`config.mk`:
```
export PLATFORM = sky130hd
export DESIGN_NAME = ball_axis_counter
export DESIGN_NICKNAME = d
export VERILOG_FILES = /design/src/rtl/ball_axis_counter.sv
export SDC_FILE = /design/constraint.sdc
export NUM_CORES = 1
export LEC_CHECK = 0
export ABC_AREA = 1
export CAP_MARGIN = 25
export CORE_UTILIZATION = 54
export DETAILED_ROUTE_END_ITERATION = 10
export DONT_BUFFER_PORTS = 1
export MAX_ROUTING_LAYER = met4
export PLACE_DENSITY = 0.72
export REMOVE_ABC_BUFFERS = 1
export SLEW_MARGIN = 25
export SYNTH_ARGS = -nofsm -noshare
export SYNTH_HDL_FRONTEND = slang
export SYNTH_SLANG_ARGS = --single-unit
```
`constraint.sdc`:
```
create_clock -name CK -period 1.7 [get_ports CK]
set_clock_uncertainty 0.2 [all_clocks]
set_input_delay 0.17 -clock CK [delete_from_list [all_inputs] [get_ports CK]]
set_output_delay 0.17 -clock CK [all_outputs]
set_load 0.01 [all_outputs]
```
`src/rtl/ball_axis_counter.sv`:
```
// One axis of the ball position: bounded up/down counter stepped by the game tick,
// reversing on wall contact or paddle hit, with clamped load and serve control.
//
// state     | meaning
// ----------+------------------------------------------------
// S_IDLE    | ball parked, Q holds, EN/HIT ignored
// S_UP      | moving toward MAX, one unit per EN tick
// S_DOWN    | moving toward MIN, one unit per EN tick
module ball_axis_counter #(
  parameter int WIDTH  = 4,
  parameter int MIN    = 0,
  parameter int MAX    = 15,
  parameter int CENTER = 8
) (
  input  logic             CK,
  input  logic             RESET_N,
  input  logic             EN,
  input  logic             START,
  input  logic             START_DIR,
  input  logic             HIT,
  input  logic             LOAD,
  input  logic [WIDTH-1:0] LOAD_VAL,
  output logic [WIDTH-1:0] Q,
  output logic             DIR,
  output logic             MOVING,
  output logic             AT_MIN,
  output logic             AT_MAX,
  output logic             BOUNCE
);

  localparam logic [1:0] S_IDLE = 2'd0;
  localparam logic [1:0] S_UP   = 2'd1;
  localparam logic [1:0] S_DOWN = 2'd2;

  localparam logic [WIDTH-1:0] MIN_Q    = WIDTH'(MIN);
  localparam logic [WIDTH-1:0] MAX_Q    = WIDTH'(MAX);
  localparam logic [WIDTH-1:0] CENTER_Q = WIDTH'(CENTER);
  localparam logic [WIDTH-1:0] ONE_Q    = WIDTH'(1);

  logic [1:0]       state_q, state_d;
  logic [WIDTH-1:0] q_q, q_d;
  logic             dir_q, dir_d;
  logic             bounce_q, bounce_d;
  logic             at_min_q, at_max_q;
  logic [WIDTH-1:0] load_clamped;
  logic             moving;
  logic             wall;
  logic             rev;
  int               lv_int;

  assign moving = (state_q != S_IDLE);

  // Signed integer compare keeps the clamp free of unsigned/limited-range corner cases.
  always_comb begin
    lv_int = int'(LOAD_VAL);
    if (lv_int < MIN)      load_clamped = MIN_Q;
    else if (lv_int > MAX) load_clamped = MAX_Q;
    else                   load_clamped = LOAD_VAL;
  end

  always_comb begin
    state_d  = state_q;
    q_d      = q_q;
    dir_d    = dir_q;
    bounce_d = 1'b0;
    rev      = 1'b0;
    wall     = moving && ((dir_q && (q_q == MAX_Q)) || (!dir_q && (q_q == MIN_Q)));
    if (LOAD) begin
      state_d = S_IDLE;
      q_d     = load_clamped;
    end else if (!moving) begin
      if (START) begin
        state_d = START_DIR ? S_UP : S_DOWN;
        dir_d   = START_DIR;
      end
    end else if (EN) begin
      rev      = wall | HIT;
      dir_d    = dir_q ^ rev;
      bounce_d = wall;
      // A HIT that points into the wall we are sitting on saturates rather than wraps.
      if (dir_d) q_d = (q_q == MAX_Q) ? q_q : q_q + ONE_Q;
      else       q_d = (q_q == MIN_Q) ? q_q : q_q - ONE_Q;
      state_d = dir_d ? S_UP : S_DOWN;
    end
  end

  always_ff @(posedge CK or negedge RESET_N) begin
    if (!RESET_N) begin
      state_q  <= S_IDLE;
      q_q      <= CENTER_Q;
      dir_q    <= 1'b1;
      bounce_q <= 1'b0;
      at_min_q <= (CENTER == MIN);
      at_max_q <= (CENTER == MAX);
    end else begin
      state_q  <= state_d;
      q_q      <= q_d;
      dir_q    <= dir_d;
      bounce_q <= bounce_d;
      at_min_q <= (q_d == MIN_Q);
      at_max_q <= (q_d == MAX_Q);
    end
  end

  assign Q      = q_q;
  assign DIR    = dir_q;
  assign MOVING = moving;
  assign AT_MIN = at_min_q;
  assign AT_MAX = at_max_q;
  assign BOUNCE = bounce_q;

endmodule

```
==> results.md, run 1 <==
- Outcome: finished, violations left
- Failing checks: negative setup slack
- GPL Wtd Cong: 0.8619
- Mapped Cells: 115
- DRT Pass-1 Iters: 4
- P_leak: 0.0006266 µW
- Class of the most critical setup path: reg -> reg
- Port Buf Inserts: 0
- Final setup viols: 9
- Top post-synthesis cells by area: dfrtp_1 24%, nand2_1 12%, nand3_2 7.2%, dfstp_2 6.3%, nand3_1 6.0%
- Reg2reg start: Q[1]$_DFF_PN0_
- Pwr/cell area: 1653 nW/µm²
- Number of buffers created by CTS: 3
- Synthesis-stage register bit count: 10
- Finished Layout Cells: around 170
- Worst Path Max Fanout: 3
- Core footprint: approximately 1400 µm²
- Die Width: between 40 and 50 µm
- Actual slew at the worst max-slew pin: 0.4985 ns
- Post-DP HPWL: 1511 µm
- Pins Over Slew Limit: 0
- Antenna cell count: 0
- Initial antenna violation count: 0
- Final Cycle Share: 1.217
- Fmax: 0.4833 GHz
- Mapped Area: 833.3 µm²
- Worst skew pair latency: 0.27 ns
- Share of the synthesized area in the top cell type: 0.2402
- Sink Count: 10
- Final Util: 0.9350
- Share of layout cells above drive strength 1: 0.4737
- Vias per Instance: 6.114
- Required @ worst endpoint: between 1.5 and 2 ns
- Worst reg2reg path depth: 11
- IO Pins: 20
- DR vias: 1021
- Area of the multi-input gates: 611.8 µm²
- Vias in the first global route: 762
- Fillers: 47
- Setup tns final: -2.091 ns
- First-pass GRT wire length: between 3000 and 4000 µm
- WP data arrival: 2.05 ns
- Clock buffer depth: 2
- Crit path launch: Q[1]$_DFF_PN0_
- Flop2flop setup slack: -0.37 ns
- Sequential-to-total area share from yosys stat: 0.3033
- CTS tree: built
- Remaining global-route overflow: 0
- Total of max-cap violations: 0
- PnR worst setup slack: -0.3691 ns
- CP endpoint: AT_MAX$_DFF_PN0_
- RSZ-0062 raised after global routing: true
- Nets: 167
- Peak VDD IR: 1084 µV
- Clock transition at path regs: about 0.06 ns
- Startpoint types: flip-flop
- Die ar.: between 1500 and 2000 µm²
- Post-layout minimum cycle time: 2.069 ns
- H-tree depth: 1
- Worst reg2reg endpoint: AT_MAX$_DFF_PN0_
- Initial Utilization: 0.6099
- Layout area overhead: 53.30%
- Syn avg cell area: slightly above 7 µm²
- Pin count of the biggest net entering global routing: 11
- Synth area leader: dfrtp_1
- Yosys cell types: 23
- Crit. End Element: flip-flop
- Total Routing Usage GR: 0.3322
- Routed len/inst: 19.95 µm
- Routed WL: 3331 µm
- Root buffer cell: clkbuf_4
- Hold Path Class: in -> reg
- Rows: 13
- Hold slack: 0.04074 ns
- Register area: 254.0 µm²
- DRT antenna net count: 0
- Final hold vios: 0
- Vert. Die Dim: ~41 µm
- Yosys warns: 0
- Dpl cells: 149
- Initial drt markers: 64
- Remaining DRCs: 0
- Slew headroom: 0.6665
==> critical path: stages (launching register included) <==
cell and delay (ns):
dfrtp_1 0.44, ha_4 0.20, buf_4 0.13, nand2_1 0.09
clkinv_1 0.10, nand2_1 0.09, o21ai_0 0.12, nand2_2 0.09
nand3_2 0.08, a21oi_2 0.23, nand2_1 0.10, nor2_1 0.12
==> how the worst min path moves through the flow <==
stage               slack [ns]  depth (start not counted)               end        start
floorplan                -0.33                          0  AT_MAX$_DFF_PN0_      RESET_N
global placement         -0.33                          0    Q[1]$_DFF_PN0_      RESET_N
detailed placement       -0.33                          0    Q[2]$_DFF_PN0_      RESET_N
CTS                      0.007                          4  AT_MAX$_DFF_PN0_  LOAD_VAL[0]
global route              0.02                          3    Q[0]$_DFF_PN0_  LOAD_VAL[0]
finish                    0.04                          3    Q[0]$_DFF_PN0_  LOAD_VAL[0]
==> through the flow <==
step                setup slack, ns  power, µW  cell area (µm²)
detailed placement          -0.2585       1497            994.7
global route                -0.5117       2226             1277
CTS                         -0.1656       1816             1205
global placement            -0.1753       1474            994.7
floorplan                   -0.2085       1118            825.8
finish                      -0.3691       2111             1277
==> cell families after synthesis <==
group           after synthesis  synth area share
buf+inv                      18            0.1021
fa+ha+maj                     2           0.03003
xor+xnor                      2           0.02102
flops                        10            0.3033
simple gates                 66            0.4204
compound gates               17            0.1231
==> area by class of cell <==
class,count,area share
Clock buffer,3,0.01763
Timing Repair Buffer,35,0.2292
Inverter,17,0.06072
Multi-Input combinational cell,87,0.4789
Sequential cell,10,0.1988
Tap cell,15,0.01469
==> cell usage after synthesis <==
cell type,count
a21oi_2,4
buf_4,1
nor2_2,1
ha_1,2
inv_1,13
nand3_4,1
dfstp_2,2
dfrtp_1,8
nand3_1,10
inv_2,2
nand2_1,27
bufinv_8,1
nor2_1,13
nand2_2,4
xor2_1,2
o21ai_0,4
nor3b_1,1
o31ai_1,1
a21oi_1,6
nand2_4,3
nand3_2,6
clkinv_1,1
o21ai_1,2
==> registers in the layout (all words and copies together), names as in the netlist <==
signal	flops
Q	4
state_q	2
AT_MAX	1
AT_MIN	1
BOUNCE	1
DIR	1
==> where the power goes <==
part / internal, µW / switching (µW) / total (µW)
sequential: 324 / 86.3 / 411
clock: 81.7 / 82.2 / 164
combinational: 643 / 894 / 1540
total: 1050 / 1060 / 2110
==> repair_timing <==
| item | 4_1_cts | 5_1_grt |
|---|---|---|
| buffers inserted | 3 | 3 |
| pin swaps | 7 | 13 |
| gates resized for setup | 16 | 14 |
| hold buffers | 9 | 0 |
| endpoints found under the hold margin | 16 | 0 |
| setup endpoints to repair | 9 | 10 |
==> metal layers <==
metal,global-route usage,part of all wire
met5,-,0
met4,0.1290,0.059
met3,0.04891,0.090
met2,0.5586,0.50
met1,0.3973,0.35
==> layout by cell type (no fill, tap or decap), drive strengths merged <==
master / n
inv: 15
nand2: 34
dlygate4sd3: 9
nand3: 17
dfrtp: 8
clkbuf: 3
o21ai: 6
dfstp: 2
o31ai: 1
clkinv: 1
ha: 2
bufinv: 1
xor2: 2
buf: 26
a21oi: 10
nor2: 14
nor3b: 1
Power figures use the tool's default switching activity.
==> run 2, diff against run 1 <==
--- a/config.mk
+++ b/config.mk
@@ -5,8 +5,9 @@
 export SDC_FILE = /design/constraint.sdc
 export NUM_CORES = 1
 export LEC_CHECK = 0
-export ABC_AREA = 1
+export ABC_AREA = 0
 export CAP_MARGIN = 25
+export CORE_MARGIN = 1
 export CORE_UTILIZATION = 54
 export DETAILED_ROUTE_END_ITERATION = 10
 export DONT_BUFFER_PORTS = 1
==> run 2 against run 1 <==
The run still ends with negative setup slack left. Sequential power is 16% lower. Die area down 1.3%. Routed wire length grew 34%. Combinational power is 38% lower. Critical endpoint unchanged. Count of clock-buffer cells in the layout unchanged. Global-route usage is 18 points higher.
==> results.md, run 2 <==
- Clock buffer depth: 2
- Failing checks: negative setup slack
- Total Routing Usage GR: 0.5076
- Share of the synthesized area in the top cell type: 0.2435
- Number of flip-flops in the largest register: 4
- Final hold vios: 0
- Area of placed instances: 1033 µm²
- Pins Over Slew Limit: 0
- Post-DP HPWL: between 1500 and 2000 µm
- Synth area leader: dfrtp_1
- Routed WL: 4455 µm
- Largest stage delay on the critical path: 0.42 ns
- Vias in the first global route: around 1100
- Mapped Area: about 820 µm²
- H-tree depth: 1
- Setup tns final: -3.717 ns
- Synthesis-stage register bit count: 10
- Clock transition at path regs: 0.09 ns
- Worst Path Max Fanout: 4
- WP data arrival: approximately 2.4 ns
- Core footprint: 1350 µm²
- CP top delay family: simple AND/OR/NAND/NOR gates
- Design Area, Final: 1304 µm²
- Met2 WL post-DR: 1854 µm
- Initial drt markers: 143
- Rows: 13
- Remaining DRCs: 0
- Syn avg cell area: approximately 8.4 µm²
- GPL Wtd Cong: 0.8810
- First-pass GRT wire length: 5175 µm
- Most numerous cell in the Yosys netlist: nand2_1
- Sink Count: 10
- Vias per Instance: between 7 and 8
- Routed len/inst: 29.12 µm
- Dpl cells: between 100 and 150
- RSZ-0062 raised after global routing: true
- Initial antenna violation count: 0
- Final setup viols: 9
- Actual slew at the worst max-slew pin: around 0.5 ns
- Class of the most critical setup path: reg -> reg
- Layout area overhead: 58.60%
- PnR worst setup slack: -0.7215 ns
- Highest Signal Layer: met4
- Bufs and invs on worst path: 1
- Peak VDD IR: 761.8 µV
- Most common cell after layout, fill and taps aside: buf_4
- Root buffer cell: clkbuf_4
- DRT Pass-1 Iters: 6
- Antenna cell count: 0
- IO Pins: 20
- Final Util: 0.9657
- DR vias: around 1200
- Port Buf Inserts: 0
- CTS tree: built
- Sequential-to-total area share from yosys stat: 0.3075
- Nets: ~150
- Vert. Die Dim: between 40 and 50 µm
- Share of layout cells above drive strength 1: 0.4638
- Fraction of registers with async set/reset: 1.000
- Commonest cells post-synth: 14 x nand2_1, 8 x dfrtp_1, 7 x inv_1
- Slew headroom: 0.6569
- Pwr/cell area: 1142 nW/µm²
- Most frequent CP cell: and4_1
- Pin count of the biggest net entering global routing: 11
- Die ar.: 1682 µm²
- Yosys warns: 0
- Post-layout minimum cycle time: 2.422 ns
- Crit. End Element: flip-flop
- Outcome: finished, violations left
- Final Cycle Share: 1.424
- Required @ worst endpoint: 1.65 ns
- Worst skew pair latency: 0.28 ns
- Most frequent cells in the layout: 28 x buf_4, 13 x nand2_1, 9 x dlygate4sd3_1
- Hold Path Class: in -> reg
- P_leak: just under 0.0006 µW
- Initial Utilization: 0.6089
- Total Power: 1489 µW
- CP Cell Sequence: buf_4 > ha_4 > nor2b_1 > a41oi_1 > and4_1 > or3_4 > and4_1
- Ys flop type: dfrtp_1
- Met3 wire length: 765 µm
- Yosys cell types: 42
- Top post-synthesis cells by area: dfrtp_1 24%, dfstp_2 6.4%, nand2_1 6.4%, mux2i_1 3.7%, o21ai_0 3.7%
- Wl on met1: 1362 µm
- Slowest-stage cell, CP: dfrtp_1
- Finished Layout Cells: 153
- DRT antenna net count: 0
- Mapped Cells: between 90 and 100
- Number of buffers created by CTS: 3
- Remaining global-route overflow: 0
- Startpoint types: flip-flop
- Die Width: 41.02 µm
- Post-synth EDFFs: 0
- Total of max-cap violations: 0
- Fmax: 0.4130 GHz
[run 2: cell types whose count changed after synthesis, moves of 4 or more]
cell / previous run / this run
inv_1: 13 / 7
nor2_1: 13 / 5
nand3_1: 10 / 3
nand3_2: 6 / 0
a21oi_2: 4 / 0
nand2_2: 4 / 0
nand2_1: 27 / 14
[run 2: power by group]
group / internal, µW / switching, µW
clock network: 82.1 / 101
logic: 438 / 522
registers: 286 / 60.6
[run 2: per-stage QoR]
step / hold WS (ns) / worst slack (ns)
2_1_floorplan: -0.3256 / -0.6415
3_3_place_gp: -0.3254 / -0.5020
3_5_place_dp: -0.3254 / -0.5762
4_1_cts: 0.0001287 / -0.5170
5_1_grt: 0.03932 / -0.7500
6_report: 0.03864 / -0.7215
[run 2: final timing paths]
path / start / endpoint / slack [ns] / depth (start not counted)
worst max register to register: Q[0]$_DFF_PN0_ / AT_MAX$_DFF_PN0_ / -0.72 / 7
worst min-delay path: LOAD / Q[2]$_DFF_PN0_ / 0.04 / 2
worst max-delay path: Q[0]$_DFF_PN0_ / AT_MAX$_DFF_PN0_ / -0.72 / 7
worst min register to register: DIR$_DFFE_PN1P_ / DIR$_DFFE_PN1P_ / 0.59 / 2
max in group asynchronous: RESET_N / Q[3]$_DFF_PN1_ / 0.84 / 1
min in group asynchronous: RESET_N / state_q[1]$_DFFE_PN0P_ / 0.09 / 1
[run 2: kinds of logic after synthesis]
logic type,Yosys count,share of synthesized area
simple gates,38,0.2648
compound gates,31,0.2770
flops,10,0.3075
xor+xnor,2,0.02131
buf+inv,12,0.06242
mux,3,0.03653
fa+ha+maj,2,0.03044
[run 2: timing repair]
| action | 4_1_cts | 5_1_grt |
|---|---|---|
| gates cloned | 0 | 0 |
| endpoints found under the setup margin | 10 | 10 |
| hold endpoints to repair | 16 | 1 |
| pin swaps | 9 | 4 |
| hold buffers | 7 | 2 |
| setup buffers | 2 | 2 |
| gates resized for setup | 24 | 10 |
[run 2: layer usage]
| layer | vias to the layer above | GRT usage |
|---|---|---|
| li1 | 450 | - |
| met1 | 517 | 0.4548 |
| met2 | 177 | 0.8164 |
| met3 | 74 | 0.2663 |
| met4 | 0 | 0.3500 |
| met5 | - | - |
[run 2: layout make-up]
class,count,area (µm²)
sequential,10,254.0
tap,15,18.77
multi-input combinational,76,623.1
clock buffer,3,22.52
inverter,7,28.78
fill,29,46.29
timing repair buffer,42,356.6
[run 2: worst register-to-register path: cells and delay by family (launching register included)]
family / cells / cell delay, ns
AND/OR/NAND/NOR: 4 / 1.10
buffers and inverters: 1 / 0.17
flip-flops: 1 / 0.42
adder cells (fa/ha/maj): 1 / 0.18
AO/OA/AOI/OAI: 1 / 0.24
